`src/rtl/y86_pkg.sv`:
```
// y86_pkg: shared Y86-64 instruction codes and register index constants.
package y86_pkg;
  localparam logic [3:0] HALT    = 4'h0;
  localparam logic [3:0] NOP     = 4'h1;
  localparam logic [3:0] RRMOVQ  = 4'h2;
  localparam logic [3:0] IRMOVQ  = 4'h3;
  localparam logic [3:0] RMMOVQ  = 4'h4;
  localparam logic [3:0] MRMOVQ  = 4'h5;
  localparam logic [3:0] OPQ     = 4'h6;
  localparam logic [3:0] JXX     = 4'h7;
  localparam logic [3:0] CALL    = 4'h8;
  localparam logic [3:0] RET     = 4'h9;
  localparam logic [3:0] PUSHQ   = 4'hA;
  localparam logic [3:0] POPQ    = 4'hB;
  localparam logic [3:0] RNONE   = 4'hF;
  localparam logic [3:0] RSP_IDX = 4'h4;
endpackage

```
`src/rtl/decode_regfile_if.sv`:
```
// decode_regfile_if: decode fields, write-back data, operand reads and register views.
interface decode_regfile_if;
  logic        wb_en;
  logic [3:0]  icode, rA, rB;
  logic        cnd;
  logic [63:0] valE, valM;
  logic [63:0] valA, valB;
  logic [3:0]  srcA, srcB, dstE, dstM;
  logic [63:0] regmem0, regmem1, regmem2, regmem3, regmem4, regmem5, regmem6, regmem7;
  logic [63:0] regmem8, regmem9, regmem10, regmem11, regmem12, regmem13, regmem14;
  modport master (
    output wb_en, icode, rA, rB, cnd, valE, valM,
    input  valA, valB, srcA, srcB, dstE, dstM,
    input  regmem0, regmem1, regmem2, regmem3, regmem4, regmem5, regmem6, regmem7,
    input  regmem8, regmem9, regmem10, regmem11, regmem12, regmem13, regmem14
  );
  modport slave (
    input  wb_en, icode, rA, rB, cnd, valE, valM,
    output valA, valB, srcA, srcB, dstE, dstM,
    output regmem0, regmem1, regmem2, regmem3, regmem4, regmem5, regmem6, regmem7,
    output regmem8, regmem9, regmem10, regmem11, regmem12, regmem13, regmem14
  );
endinterface

```
`src/rtl/decode_regfile_reg_bank.sv`:
```
// reg_bank: 15x64 storage, two combinational reads, two writes with port M priority, async clear.
module reg_bank #(
  parameter logic [3:0] RNONE = 4'hF
) (
  input  logic        clk,
  input  logic        rst_n,
  input  logic        we,
  input  logic [3:0]  ra,
  input  logic [3:0]  rb,
  output logic [63:0] da,
  output logic [63:0] db,
  input  logic [3:0]  wae,
  input  logic [63:0] wde,
  input  logic [3:0]  wam,
  input  logic [63:0] wdm,
  output logic [63:0] regs [15]
);
  for (genvar i = 0; i < 15; i++) begin : g_reg
    always_ff @(posedge clk or negedge rst_n)
      if (!rst_n) regs[i] <= '0;
      else if (we && wam == 4'(i) && wam != RNONE) regs[i] <= wdm;
      else if (we && wae == 4'(i) && wae != RNONE) regs[i] <= wde;
  end
  always_comb begin
    da = '0;
    db = '0;
    for (int k = 0; k < 15; k++) begin
      if (ra == 4'(k) && ra != RNONE) da = regs[k];
      if (rb == 4'(k) && rb != RNONE) db = regs[k];
    end
  end
endmodule

```
`src/rtl/decode_regfile.sv`:
```
// decode_regfile: Y86-64 source/destination selection around a 15-entry register bank.
module decode_regfile #(
  parameter logic [3:0] RSP_IDX = y86_pkg::RSP_IDX,
  parameter logic [3:0] RNONE   = y86_pkg::RNONE
) (
  input logic             clk,
  input logic             rst_n,
  decode_regfile_if.slave bus
);
  import y86_pkg::*;
  logic [63:0] regs [15];
  assign bus.srcA = bus.icode inside {RRMOVQ, RMMOVQ, OPQ, PUSHQ} ? bus.rA :
                    bus.icode inside {RET, POPQ} ? RSP_IDX : RNONE;
  assign bus.srcB = bus.icode inside {RMMOVQ, MRMOVQ, OPQ} ? bus.rB :
                    bus.icode inside {CALL, RET, PUSHQ, POPQ} ? RSP_IDX : RNONE;
  assign bus.dstE = (bus.icode == RRMOVQ && bus.cnd) || bus.icode inside {IRMOVQ, OPQ} ? bus.rB :
                    bus.icode inside {CALL, RET, PUSHQ, POPQ} ? RSP_IDX : RNONE;
  assign bus.dstM = bus.icode inside {MRMOVQ, POPQ} ? bus.rA : RNONE;
  reg_bank #(.RNONE(RNONE)) u_bank (
    .clk  (clk),
    .rst_n(rst_n),
    .we   (bus.wb_en),
    .ra   (bus.srcA),
    .rb   (bus.srcB),
    .da   (bus.valA),
    .db   (bus.valB),
    .wae  (bus.dstE),
    .wde  (bus.valE),
    .wam  (bus.dstM),
    .wdm  (bus.valM),
    .regs (regs)
  );
  assign bus.regmem0  = regs[0];
  assign bus.regmem1  = regs[1];
  assign bus.regmem2  = regs[2];
  assign bus.regmem3  = regs[3];
  assign bus.regmem4  = regs[4];
  assign bus.regmem5  = regs[5];
  assign bus.regmem6  = regs[6];
  assign bus.regmem7  = regs[7];
  assign bus.regmem8  = regs[8];
  assign bus.regmem9  = regs[9];
  assign bus.regmem10 = regs[10];
  assign bus.regmem11 = regs[11];
  assign bus.regmem12 = regs[12];
  assign bus.regmem13 = regs[13];
  assign bus.regmem14 = regs[14];
endmodule

```
`src/flat_wrapper.sv`:
```
// flat-port wrapper written by rule: the top's interface ports become plain ports
module decode_regfile_flat import y86_pkg::*;
#(
  parameter logic [3:0] RSP_IDX = y86_pkg::RSP_IDX,
  parameter logic [3:0] RNONE   = y86_pkg::RNONE
)
  (clk, rst_n, bus_wb_en, bus_icode, bus_rA, bus_rB, bus_cnd, bus_valE, bus_valM, bus_valA, bus_valB, bus_srcA, bus_srcB, bus_dstE, bus_dstM, bus_regmem0, bus_regmem1, bus_regmem2, bus_regmem3, bus_regmem4, bus_regmem5, bus_regmem6, bus_regmem7, bus_regmem8, bus_regmem9, bus_regmem10, bus_regmem11, bus_regmem12, bus_regmem13, bus_regmem14);
  decode_regfile_if bus_i ();
  input logic clk;
  input logic rst_n;
  input wire logic [$bits(bus_i.wb_en)-1:0] bus_wb_en;
  input wire logic [$bits(bus_i.icode)-1:0] bus_icode;
  input wire logic [$bits(bus_i.rA)-1:0] bus_rA;
  input wire logic [$bits(bus_i.rB)-1:0] bus_rB;
  input wire logic [$bits(bus_i.cnd)-1:0] bus_cnd;
  input wire logic [$bits(bus_i.valE)-1:0] bus_valE;
  input wire logic [$bits(bus_i.valM)-1:0] bus_valM;
  output wire logic [$bits(bus_i.valA)-1:0] bus_valA;
  output wire logic [$bits(bus_i.valB)-1:0] bus_valB;
  output wire logic [$bits(bus_i.srcA)-1:0] bus_srcA;
  output wire logic [$bits(bus_i.srcB)-1:0] bus_srcB;
  output wire logic [$bits(bus_i.dstE)-1:0] bus_dstE;
  output wire logic [$bits(bus_i.dstM)-1:0] bus_dstM;
  output wire logic [$bits(bus_i.regmem0)-1:0] bus_regmem0;
  output wire logic [$bits(bus_i.regmem1)-1:0] bus_regmem1;
  output wire logic [$bits(bus_i.regmem2)-1:0] bus_regmem2;
  output wire logic [$bits(bus_i.regmem3)-1:0] bus_regmem3;
  output wire logic [$bits(bus_i.regmem4)-1:0] bus_regmem4;
  output wire logic [$bits(bus_i.regmem5)-1:0] bus_regmem5;
  output wire logic [$bits(bus_i.regmem6)-1:0] bus_regmem6;
  output wire logic [$bits(bus_i.regmem7)-1:0] bus_regmem7;
  output wire logic [$bits(bus_i.regmem8)-1:0] bus_regmem8;
  output wire logic [$bits(bus_i.regmem9)-1:0] bus_regmem9;
  output wire logic [$bits(bus_i.regmem10)-1:0] bus_regmem10;
  output wire logic [$bits(bus_i.regmem11)-1:0] bus_regmem11;
  output wire logic [$bits(bus_i.regmem12)-1:0] bus_regmem12;
  output wire logic [$bits(bus_i.regmem13)-1:0] bus_regmem13;
  output wire logic [$bits(bus_i.regmem14)-1:0] bus_regmem14;
  assign bus_i.wb_en = bus_wb_en;
  assign bus_i.icode = bus_icode;
  assign bus_i.rA = bus_rA;
  assign bus_i.rB = bus_rB;
  assign bus_i.cnd = bus_cnd;
  assign bus_i.valE = bus_valE;
  assign bus_i.valM = bus_valM;
  assign bus_valA = bus_i.valA;
  assign bus_valB = bus_i.valB;
  assign bus_srcA = bus_i.srcA;
  assign bus_srcB = bus_i.srcB;
  assign bus_dstE = bus_i.dstE;
  assign bus_dstM = bus_i.dstM;
  assign bus_regmem0 = bus_i.regmem0;
  assign bus_regmem1 = bus_i.regmem1;
  assign bus_regmem2 = bus_i.regmem2;
  assign bus_regmem3 = bus_i.regmem3;
  assign bus_regmem4 = bus_i.regmem4;
  assign bus_regmem5 = bus_i.regmem5;
  assign bus_regmem6 = bus_i.regmem6;
  assign bus_regmem7 = bus_i.regmem7;
  assign bus_regmem8 = bus_i.regmem8;
  assign bus_regmem9 = bus_i.regmem9;
  assign bus_regmem10 = bus_i.regmem10;
  assign bus_regmem11 = bus_i.regmem11;
  assign bus_regmem12 = bus_i.regmem12;
  assign bus_regmem13 = bus_i.regmem13;
  assign bus_regmem14 = bus_i.regmem14;
  decode_regfile #(.RSP_IDX(RSP_IDX), .RNONE(RNONE)) u_core (.clk(clk), .rst_n(rst_n), .bus(bus_i));
endmodule
```
`config.mk`:
```
export PLATFORM = sky130hd
export DESIGN_NAME = decode_regfile_flat
export DESIGN_NICKNAME = d
export VERILOG_FILES = /design/src/rtl/y86_pkg.sv /design/src/rtl/decode_regfile_if.sv /design/src/rtl/decode_regfile_reg_bank.sv /design/src/rtl/decode_regfile.sv /design/src/flat_wrapper.sv
export SDC_FILE = /design/constraint.sdc
export NUM_CORES = 2
export LEC_CHECK = 0
export CORE_AREA = 2 2 483 485
export CTS_BUF_LIST = sky130_fd_sc_hd__clkbuf_16
export CTS_CLUSTER_DIAMETER = 200
export CTS_CLUSTER_SIZE = 20
export DETAILED_ROUTE_END_ITERATION = 10
export DIE_AREA = 0 0 485 487
export PLACE_DENSITY = 0.46
export SLEW_MARGIN = 5
export SYNTH_ARGS = -nofsm -noshare
export SYNTH_HDL_FRONTEND = slang
export SYNTH_HIERARCHICAL = 1
export SYNTH_SLANG_ARGS = --single-unit
```
`constraint.sdc`:
```
create_clock -name clk -period 3.71 [get_ports clk]
set_clock_uncertainty 0.15 [all_clocks]
set_input_delay 0.371 -clock clk [delete_from_list [all_inputs] [get_ports clk]]
set_output_delay 0.371 -clock clk [all_outputs]
set_load 0.05 [all_outputs]
```
## Yosys cells after proc, flatten, opt, wreduce, memory -nomap -nowiden

Cells that the tools add are included.
Widths: inputs -> output; s select.

| cells by class | value |
|---|---|
| eq/ne operators | 69 |
| reductions and logical operators | 117 |
| multiplexer cells | 66 |

Operators by type and width:

| cell | count |
|---|---|
| $mux 64 | 60 |
| $eq 4x4->1 const B | 32 |
| $logic_and 1x1->1 | 91 |
| $eq 4x3->1 const B | 19 |
| $eq 4x2->1 const B | 10 |
| $reduce_bool 2->1 | 18 |
| $mux 4 | 6 |
| $eq 4x1->1 const B | 4 |
| $logic_not 4->1 | 4 |
| $ne 4x4->1 const B | 4 |
| $reduce_bool 4->1 | 2 |
| $reduce_bool 3->1 | 1 |
| $logic_or 1x1->1 | 1 |

| word-level totals | value |
|---|---|
| bits of input ports | 144 |
| output and inout port bits | 1104 |
| logic and storage cells | 267 |
| register bits | 960 |

## Depth between registers and ports, before layout

| logic depth | value |
|---|---|
| word-level depth | 21 |
| mapped depth | 12 |
| depth with buffers taken out | 7 |

## Cells and area by module

Netlist, hierarchy kept.

By module, submodules not included:

| module | cells an instance | area an instance (sq um) | instances | seq. area each (sq um) |
|---|---|---|---|---|
| reg_bank | 7223 | 63455.9 | 1 | 24023.0 |
| decode_regfile | 45 | 264.0 | 1 | 0.0 |

## Worst setup path after synthesis

No wires, ideal clock.

| path | value |
|---|---|
| path kind | input to output |
| start point | input bus_icode[2] |
| end point | output bus_valA[1] |
| required time | 3189 ps |
| arrival time | 4813 ps |
| buffers on the path | 6 |
| stages on the path | 10 |
| slack | -1624 ps |
| cell sequence | buf_2 > or2_2 > a31oi_1 > buf_2 > buf_4 > buf_4 > buf_4 > buf_2 > o22ai_1 > o311ai_0 |

| on the way | value |
|---|---|
| longest elaborated chain between the ends | 21 |
| elaborated cells on any way between the ends | 56 |
| classes of those cells | 21 x eq/ne; 17 x mux; 18 x reduce/logical |

Ends and longest elaborated chain:

| element | line | source |
|---|---|---|
| start, declared | flat_wrapper.sv:12 | `input wire logic [$bits(bus_i.icode)-1:0] bus_icode;` |
| $eq 4x4->1 | decode_regfile.sv:13 | `bus.icode inside {RET, POPQ} ? RSP_IDX : RNONE;` |
| $reduce_bool 2->1 | decode_regfile.sv:13 |  |
| $mux 4 | decode_regfile.sv:13 |  |
| $mux 4 * | decode_regfile.sv:12 | `assign bus.srcA = bus.icode inside {RRMOVQ, RMMOVQ, OPQ, PUSHQ} ? bus.rA :` |
| net bus_srcA[0] | flat_wrapper.sv:20 | `output wire logic [$bits(bus_i.srcA)-1:0] bus_srcA;` |
| $ne 4x4->1 or $logic_not 4->1 (tied branches) | decode_regfile_reg_bank.sv:28 | `if (ra == 4'(k) && ra != RNONE) da = regs[k];` |
| $logic_and 1x1->1 | decode_regfile_reg_bank.sv:28 |  |
| $mux 64 (14 in a row) | decode_regfile_reg_bank.sv:28 |  |
| $mux 64 * | decode_regfile_reg_bank.sv:28 |  |
| end, declared | flat_wrapper.sv:18 | `output wire logic [$bits(bus_i.valA)-1:0] bus_valA;` |

The timed path passes the listed nets; every way through them passes the cells marked *.

## Worst setup path after layout

| path | value |
|---|---|
| start point | input bus_icode[1] |
| end point | output bus_valA[50] |

| on the way | value |
|---|---|
| longest elaborated chain between the ends | 21 |
| elaborated cells on any way between the ends | 56 |
| classes of those cells | 21 x eq/ne; 17 x mux; 18 x reduce/logical |

Ends and longest elaborated chain:

| element | line |
|---|---|
| $eq 4x4->1 | decode_regfile.sv:13 |
| $reduce_bool 2->1 | decode_regfile.sv:13 |
| $mux 4 | decode_regfile.sv:13 |
| $mux 4 * | decode_regfile.sv:12 |
| $ne 4x4->1 or $logic_not 4->1 (tied branches) | decode_regfile_reg_bank.sv:28 |
| $logic_and 1x1->1 | decode_regfile_reg_bank.sv:28 |
| $mux 64 (14 in a row) | decode_regfile_reg_bank.sv:28 |
| $mux 64 * | decode_regfile_reg_bank.sv:28 |

Mark *: on every way between the ends. The rest lies on a longest branch, timed or not.

==> results.py <==
metrics = {
    "synthesis": {
        "postSynthNetCount": 7412,
        "ys_seq_area_share_pct": 37.7,
        "ys_ff_latch": 960,
        "avgSynthCellArea_um2": 8.77,
        "synth_edf_count": 0,
        "synth_ff_type": "dfrtp_1",
        "yosysTopAreaCell": "dfrtp_1",
        "yosysWarnings": 6,
        "synthTopCellsByArea": "dfrtp_1 38%, mux2i_1 18%, a21oi_1 6.9%",
        "syn_area_um2": 63700,
        "synth_top_cell_area_share_pct": 37.7,
        "synth_cells": 7268,
        "yosysUniqueCellTypes": 81,
        "async_flop_share_pct": 100,
    },
    "cells_and_area": {
        "final_cell_mix": "1,160 x mux2i_1, 1,093 x clkdlybuf4s50_1, 960 x dfrtp_1",
        "fin_cells": 12000,
        "reg_top3": "u_core/u_bank/regs: 960 flops",
        "largest-register": "u_core/u_bank/regs",
        "nets": 9037,
        "final_common_cell": "mux2i_1",
        "area_growth_pct": 48.0,
        "drive_above_1_share_pct": 20.1,
        "largest_reg_flops": 960,
    },
    "sta": {
        "period_share_pct": 107,
        "fin_crit_ns": 3.97,
        "setup-violations-final": 11,
        "slew_violations": 0,
        "worst_slack_ns": -0.261,
        "hold_violations": 0,
        "relSlewSlack_pct": 25.7,
        "fmax_ghz": 0.252,
        "rsz0062_at_grt": "true",
        "tightestPinTransition_ns": 1.11,
    },
    "floorplanning": {
        "dieArea_um2": 236000,
        "die_h_um": 487,
        "rows": 177,
        "core-area_um2": 231000,
        "ios": 1248,
        "die_x_um": 485,
        "start_util_pct": 27.5,
    },
    "job": {
        "drv_cap": 0,
    },
    "global_route": {
        "antenna_found_initial": 42,
        "grtUsageMet3_pct": 10.1,
        "grt_max_degree": 106,
        "top_usage_layer": "met2",
        "grt.total_usage_pct": 42.4,
        "grtUsageMet2_pct": 63.5,
        "met1_usage_pct": 55.4,
        "first_global_vias": 69300,
        "grt_pass1_wl_mm": 683,
        "overflow": 0,
    },
    "placed_design": {
        "routabilityCongestion": 1.00,
        "placed_cells": 11800,
        "portBuffers": 1247,
        "hpwl_mm": 399,
        "dp_slack_ns": -0.983,
    },
    "setup_path": {
        "timing.rr.end": "u_core/u_bank/regs[886]",
        "arrival_ns": 3.45,
        "crit_type": "in -> out",
        "cp-endpoint": "bus_valA[50]",
        "critPathRequiredTime_ns": 3.19,
        "ff2ff_path_depth": 2,
        "end_kind": "output pin",
        "rrSetupSlack_ns": 2.30,
        "start_kind": "primary input",
        "path_max_fanout": 6,
        "r2r_start": "u_core/u_bank/regs[886]",
        "critPathLaunch": "bus_icode[1]",
    },
    "pwr": {
        "seqPwrFrac_pct": 35.2,
        "internal-power_w": 0.0263,
        "combPwrFrac_pct": 52.7,
        "switching_share_pct": 54.1,
        "power_density_nw_per_um2": 606,
        "p_leak_nw": 40.3,
        "power.net_switching_w": 0.0309,
        "pwr-share-clk_pct": 12.1,
        "peakVddDrop_v": 0.000506,
    },
    "cts": {
        "cts_buffer_depth": 3,
        "cts_root_buffer": "clkbuf_16",
        "cts_buffers": 55,
        "htree_levels": 2,
        "cts_tree": "done",
        "cts.clk_slew.worst_paths_ns": 0.09,
        "cts_sinks": 960,
        "clk_latency_ns": 0.79,
    },
    "drt": {
        "num_vias": 75300,
        "ant_nets": 0,
        "wl_per_cell_um": 43.9,
        "routed_via_density": 6.30,
        "drc": 0,
        "totalWireLength_mm": 525,
        "drt-initial-drc-count": 12400,
        "first_pass_iters": 7,
    },
    "run_status": {
        "violations": "setup timing",
        "status": "finished with violations",
    },
    "hold_path": {
        "hold_class": "in -> async",
    },
}
-- critical path: stages --
cell       delay, ns
buf_8           0.10
or2_4           0.26
buf_12          0.14
a31oi_4         0.29
buf_12          0.18
buf_6           0.15
nand2b_4        0.15
buf_12          0.12
o22ai_1         0.09
a211o_1         0.28
o211ai_1        0.88
clkbuf_16       0.29
buf_12          0.13
-- Yosys cell counts, drive strengths merged, types with 8 or more instances --
master and number:
o311ai 23, nor3b 25, a211oi 26, mux2i 1161, o22a 13, nand3 32, a31oi 21, nand2b 32
a22o 72, o32ai 21, o2bb2ai 10, or2 8, a221oi 82, a222oi 8, o221ai 154, a21oi 875
o22ai 246, dfrtp 960, mux2 134, a211o 55, nor3 35, a21o 25, nand3b 28, a221o 23
o31ai 9, a22oi 88, o211ai 40, inv 25, a2bb2oi 39, nor2b 33, clkbuf 428, buf 395
nor2 799, o21ai 688, o21bai 12, nand2 572
-- routing by layer --
metal,routed length (um),up-vias
met5,178,-
met4,38600,22
met3,54500,1289
met2,223000,6067
met1,208000,38000
li1,-,29900
-- worst min path at each step --
| stage | cells past startpoint | to |
|---|---|---|
| floorplan | 0 | u_core/u_bank/regs[0] |
| global placement | 1 | u_core/u_bank/regs[26] |
| detailed placement | 1 | u_core/u_bank/regs[26] |
| CTS | 2 | u_core/u_bank/regs[26] |
| global route | 2 | u_core/u_bank/regs[344] |
| finish | 2 | u_core/u_bank/regs[344] |
-- per-stage QoR --
stage,hold WS (ns),TNS (ns),utilization (%),power (W),instance area (um2)
5_1_grt,0.0980,-0.226,40.7,0.0581,94300
3_5_place_dp,0.301,-86.45,39.3,0.0492,90900
3_3_place_gp,0.297,-84.96,39.3,0.0491,90900
6_report,0.0842,-0.484,40.7,0.0572,94300
4_1_cts,0.0758,-0.282,40.4,0.0562,93400
2_1_floorplan,-0.0746,0,-,0.0328,64700
-- area by class of cell --
cell class                 count  area (um2)
antenna                       18        45.0
clock buffer                  57        1430
clock inverter                 4        45.0
fill                       22700      137000
inverter                      27         169
multi-input combinational   5458       37700
sequential                   960       24000
tap                         3043        3810
timing repair buffer        2391       27000
-- power by group through the flow --
stage / Clock, W / Combinational, W / Sequential [W]
final: 0.00692 / 0.0301 / 0.0201
after global routing: 0.00729 / 0.0309 / 0.0199
after CTS: 0.00696 / 0.0296 / 0.0197
after detailed placement: 0 / 0.0293 / 0.0198
after global placement: 0 / 0.0292 / 0.0199
after floorplan: 0 / 0.00794 / 0.0248
-- timing repair --
action,4_1_cts,5_1_grt
hold endpoints to repair,41,0
gates cloned,2,5
resized for setup,125,119
hold buffers,1,0
setup endpoints to repair,128,82
pin swaps,31,41
setup buffers,69,29
-- cell families (layout without fill, tap and decap cells) --
| family | Yosys count | count (layout) | share of synthesized area (%) |
|---|---|---|---|
| mux | 1299 | 1299 | 20.7 |
| other cells | 0 | 18 | 0 |
| flops | 960 | 960 | 37.7 |
| simple gates | 1596 | 1596 | 10.5 |
| compound gates | 2563 | 2563 | 24.8 |
| buf+inv | 850 | 2479 | 6.20 |
No activity file was read; power rests on OpenSTA's default activity.
